==> src/rtl/decoder.sv <==
// Registered instruction decoder for the 16-bit playground CPU: splits the
// fetched word into register indices, a sign-extended immediate and stage strobes.
module decoder #(
  parameter int XLEN = 16
) (
  input  logic            clk,
  input  logic            reset,
  input  logic [15:0]     instr,
  output logic [3:0]      opcode,
  output logic [2:0]      rd,
  output logic [2:0]      rs1,
  output logic [2:0]      rs2,
  output logic [2:0]      alu_op,
  output logic [XLEN-1:0] imm,
  output logic            use_imm,
  output logic            reg_we,
  output logic            mem_re,
  output logic            mem_we,
  output logic            branch,
  output logic [2:0]      br_cond,
  output logic            jump,
  output logic            link,
  output logic            halt,
  output logic            illegal
);

  typedef struct packed {
    logic [3:0]      opcode;
    logic [2:0]      rd;
    logic [2:0]      rs1;
    logic [2:0]      rs2;
    logic [2:0]      alu_op;
    logic [XLEN-1:0] imm;
    logic            use_imm;
    logic            reg_we;
    logic            mem_re;
    logic            mem_we;
    logic            branch;
    logic [2:0]      br_cond;
    logic            jump;
    logic            link;
    logic            halt;
    logic            illegal;
  } dec_t;

  localparam logic [3:0] OP_ALUR = 4'h0;
  localparam logic [3:0] OP_ALUI = 4'h1;
  localparam logic [3:0] OP_LOAD = 4'h2;
  localparam logic [3:0] OP_STOR = 4'h3;
  localparam logic [3:0] OP_BRCH = 4'h4;
  localparam logic [3:0] OP_LDI  = 4'h5;
  localparam logic [3:0] OP_JAL  = 4'h6;
  localparam logic [3:0] OP_JR   = 4'h7;
  localparam logic [3:0] OP_HALT = 4'hF;
  localparam logic [2:0] ALU_ADD = 3'd0;

  function automatic logic [XLEN-1:0] sext6(input logic [5:0] f);
    return {{(XLEN-6){f[5]}}, f};
  endfunction

  function automatic logic [XLEN-1:0] sext9(input logic [8:0] f);
    return {{(XLEN-9){f[8]}}, f};
  endfunction

  dec_t w_dec;
  dec_t r_dec;

  always_comb begin
    w_dec        = '0;
    w_dec.opcode = instr[15:12];
    case (instr[15:12])
      OP_ALUR: begin
        w_dec.rd     = instr[11:9];
        w_dec.rs1    = instr[8:6];
        w_dec.rs2    = instr[5:3];
        w_dec.alu_op = instr[2:0];
        w_dec.reg_we = 1'b1;
      end
      OP_ALUI: begin
        w_dec.rd      = instr[11:9];
        w_dec.rs1     = instr[8:6];
        w_dec.alu_op  = instr[2:0];
        w_dec.imm     = sext6(instr[5:0]);
        w_dec.use_imm = 1'b1;
        w_dec.reg_we  = 1'b1;
      end
      OP_LOAD: begin
        w_dec.rd      = instr[11:9];
        w_dec.rs1     = instr[8:6];
        w_dec.rs2     = instr[5:3];
        w_dec.alu_op  = ALU_ADD;
        w_dec.imm     = sext6(instr[5:0]);
        w_dec.use_imm = 1'b1;
        w_dec.mem_re  = 1'b1;
        w_dec.reg_we  = 1'b1;
      end
      // Store data register lives in the rd slot; ALU forms rs1 + imm as address.
      OP_STOR: begin
        w_dec.rs1     = instr[8:6];
        w_dec.rs2     = instr[11:9];
        w_dec.alu_op  = ALU_ADD;
        w_dec.imm     = sext6(instr[5:0]);
        w_dec.use_imm = 1'b1;
        w_dec.mem_we  = 1'b1;
      end
      OP_BRCH: begin
        w_dec.branch  = 1'b1;
        w_dec.br_cond = instr[11:9];
        w_dec.imm     = sext9(instr[8:0]);
      end
      OP_LDI: begin
        w_dec.rd      = instr[11:9];
        w_dec.alu_op  = ALU_ADD;
        w_dec.imm     = sext9(instr[8:0]);
        w_dec.use_imm = 1'b1;
        w_dec.reg_we  = 1'b1;
      end
      OP_JAL: begin
        w_dec.rd     = instr[11:9];
        w_dec.imm    = sext9(instr[8:0]);
        w_dec.jump   = 1'b1;
        w_dec.link   = 1'b1;
        w_dec.reg_we = 1'b1;
      end
      OP_JR: begin
        w_dec.rs1  = instr[8:6];
        w_dec.jump = 1'b1;
      end
      OP_HALT: w_dec.halt = 1'b1;
      default: w_dec.illegal = 1'b1;
    endcase
    // r0 is hardwired zero, so a write to it is dropped here.
    if (w_dec.rd == 3'd0) w_dec.reg_we = 1'b0;
  end

  // Decode -> execute register stage
  always_ff @(posedge clk or negedge reset) begin
    if (!reset) r_dec <= '0;
    else        r_dec <= w_dec;
  end

  assign opcode  = r_dec.opcode;
  assign rd      = r_dec.rd;
  assign rs1     = r_dec.rs1;
  assign rs2     = r_dec.rs2;
  assign alu_op  = r_dec.alu_op;
  assign imm     = r_dec.imm;
  assign use_imm = r_dec.use_imm;
  assign reg_we  = r_dec.reg_we;
  assign mem_re  = r_dec.mem_re;
  assign mem_we  = r_dec.mem_we;
  assign branch  = r_dec.branch;
  assign br_cond = r_dec.br_cond;
  assign jump    = r_dec.jump;
  assign link    = r_dec.link;
  assign halt    = r_dec.halt;
  assign illegal = r_dec.illegal;

endmodule

==> config.mk <==
export PLATFORM = sky130hd
export DESIGN_NAME = decoder
export DESIGN_NICKNAME = d
export VERILOG_FILES = /design/src/rtl/decoder.sv
export SDC_FILE = /design/constraint.sdc
export NUM_CORES = 1
export LEC_CHECK = 0
export CORE_MARGIN = 2
export CORE_UTILIZATION = 43
export DETAILED_ROUTE_END_ITERATION = 7
export PLACE_DENSITY = 0.95
export SYNTH_ARGS = -nofsm -noshare
export SYNTH_HDL_FRONTEND = slang
export SYNTH_SLANG_ARGS = --single-unit
==> constraint.sdc <==
create_clock -name clk -period 2.3 [get_ports clk]
set_clock_uncertainty 0.2 [all_clocks]
set_input_delay 0.23 -clock clk [delete_from_list [all_inputs] [get_ports clk]]
set_output_delay 0.23 -clock clk [all_outputs]
set_load 0.01 [all_outputs]
==> impl_metrics.json <==
{
  "num-nets-final": 181,
  "die_x_um": 60.2,
  "yosysUniqueCellTypes": 24,
  "p_sw_share_pct": 24.4,
  "clkSlewWorstSetupHoldPaths_ns": 0.10,
  "setup_tns_ns": 0,
  "layout_commonest_cell": "clkdlybuf4s50_1",
  "num_rows": 20,
  "max_stage_delay_ns": 0.58,
  "cp_num_buf_inv": 1,
  "power.internal_uw": 910,
  "total_power_uw": 1200,
  "dp_hpwl_um": 2050,
  "finalMaxSlewViolations": 0,
  "synth_seq_cells": 37,
  "worst_setup_path_end_kind": "output pin",
  "grt_antenna_before_repair": 0,
  "routabilityCongestion": 0.750,
  "drc_errors": 0,
  "cp.depth": 1,
  "cts_num_sinks": 37,
  "antenna_cells": 0,
  "rsz0062_at_grt": "no",
  "period_needed_ns": 1.79,
  "num_io_pins": 62,
  "postSynthAreaPerCell_um2": 12.9,
  "finalHoldViolations": 0,
  "area_delta_synth_final_pct": 47.2,
  "wl_per_cell_um": 12.8,
  "seq_power_share_pct": 57.2,
  "relSlewSlack_pct": 47.6,
  "yosys_warnings": 0,
  "netlist_area_um2": 1360,
  "multi_input_area_um2": 332,
  "grt-ovfl-total": 0,
  "synth_nets": 123,
  "max_freq_mhz": 557,
  "cts_tree": "built",
  "crit_family": "buffers and inverters",
  "die_h_um": 60.2,
  "numCtsBuffers": 5,
  "crit_path_max_fanout": 8,
  "ant_nets": 0,
  "yosysSeqAreaShare_pct": 68.2,
  "grt_usage_pct": 16.5,
  "drt_iter0_markers": 11,
  "crit_type": "reg2out",
  "clkPwrFrac_pct": 26.0,
  "setup_ws_ns": 0.506,
  "n_fill_cell": 222,
  "p_sw_uw": 293,
  "vias": 966,
  "start_util_pct": 44.8,
  "grt_pass1_wl_um": 4200,
  "maxCapViolations": 0,
  "dp_cells": 199,
  "routed_wl_um": 2660,
  "tightest_slew_ns": 0.786,
  "root_buffer": "clkbuf_4",
  "crit_end": "imm[8]",
  "critPathLaunch": "imm[14]",
  "post-place-ws_ns": 0.438,
  "avgViaCountPerCell": 4.64,
  "cp.required_ns": 1.87,
  "crit_arrival_ns": 1.36,
  "path_cells": "clkdlybuf4s50_1",
  "worstHoldPathType": "in2reg",
  "slowest_stage": "clkdlybuf4s50_1",
  "layout_common_cells": "clkdlybuf4s50_1, dfrtp_1, and2_1",
  "dieArea_um2": 3620,
  "status": "completed",
  "setup_viol": 0,
  "core-area_um2": 3030,
  "layoutNonFillerInstCount": 208,
  "pwr-share-comb_pct": 16.7,
  "regArea_um2": 926,
  "worstSetupStartpointType": "register",
  "post-route-period-util_pct": 78.0,
  "first_global_vias": 947,
  "p_per_area_nw_per_um2": 602,
  "clock_path_buffers": 2,
  "numPortBuffers": 61,
  "dr.pass1.iters": 4,
  "grt_max_degree": 38,
  "ir_drop_mv": 0.398,
  "leakagePower_uw": 0.000908,
  "syn_inst": 105,
  "cts-htree-levels": 2,
  "postCtsResizedCells": 0,
  "layout-drive-gt1-share_pct": 11.0
}
## through the flow
step	util (%)	area, um2	hold slack [ns]
3_5_place_dp	64.0	1940	0.153
3_3_place_gp	64.0	1940	0.125
2_1_floorplan	-	1360	-0.266
6_report	66.0	2000	0.259
5_1_grt	66.0	2000	0.262
4_1_cts	66.0	2000	0.240
## registers in the layout, indices dropped and copies added (netlist names)
name / flops
rs2: 3
link: 1
use_imm: 1
mem_we: 1
illegal: 1
mem_re: 1
halt: 1
alu_op: 3
branch: 1
reg_we: 1
rs1: 3
br_cond: 3
imm: 9
jump: 1
rd: 3
opcode: 4
## synth_stat cells (all sizes together)
cell type | instances | area (um2)
a2bb2oi | 1 | 8.76
nor2 | 8 | 30.0
buf | 12 | 92.6
o31a | 2 | 17.5
dfrtp | 37 | 926
inv | 1 | 3.75
nand2b | 1 | 6.26
a21oi | 6 | 30.0
nor2b | 1 | 6.26
and3 | 4 | 26.3
a21boi | 1 | 7.51
nand2 | 4 | 15.0
a211oi | 3 | 32.5
or2b | 1 | 8.76
and2 | 17 | 109
and2b | 2 | 17.5
or2 | 1 | 6.26
nor3 | 2 | 10.0
clkbuf | 1 | 3.75
## worst min-delay path by stage
stage              from         end  slack (ns)  depth (start not counted)
2_1_floorplan     reset   alu_op[0]       -0.27                          0
3_5_place_dp      reset   opcode[3]        0.15                          1
5_1_grt        instr[1]      imm[1]        0.26                          2
6_report       instr[2]   alu_op[2]        0.26                          2
4_1_cts        instr[2]   alu_op[2]        0.24                          2
3_3_place_gp      reset  br_cond[2]        0.12                          1
## final cells by class
| class | instances | share of cell area, % |
|---|---|---|
| clock buffer | 6 | 2.07 |
| clock inverter | 2 | 0.501 |
| inverter | 1 | 0.188 |
| multi-input combinational | 54 | 16.6 |
| sequential | 37 | 46.3 |
| tap | 44 | 2.76 |
| timing repair buffer | 64 | 31.6 |
## kinds of logic after synthesis
group,Yosys count,synth area share [%]
buffers and inverters,14,7.37
flip-flops,37,68.2
AND/OR/NAND/NOR,41,17.3
AO/OA/AOI/OAI,13,7.10
## power groups by stage
stage | logic [uW] | clock network, uW | registers, uW
global placement | 197 | 0 | 702
floorplan | 69.8 | 0 | 718
global route | 220 | 355 | 692
CTS | 204 | 331 | 690
detailed placement | 202 | 0 | 703
finish | 201 | 313 | 689
## layer usage
layer  track usage (%)  up-vias  routed length (um)
li1                  -      449                   -
met1              16.7      464                 995
met2              29.0       47                1360
met3              7.36        6                 261
met4              7.30        0                  46
met5                 0        -                   0
## timing repair
action	in CTS	in global routing
endpoints found under the hold margin	37	0
hold buffers	1	0
setup buffers	0	0
(Power assumes the default switching activity.)
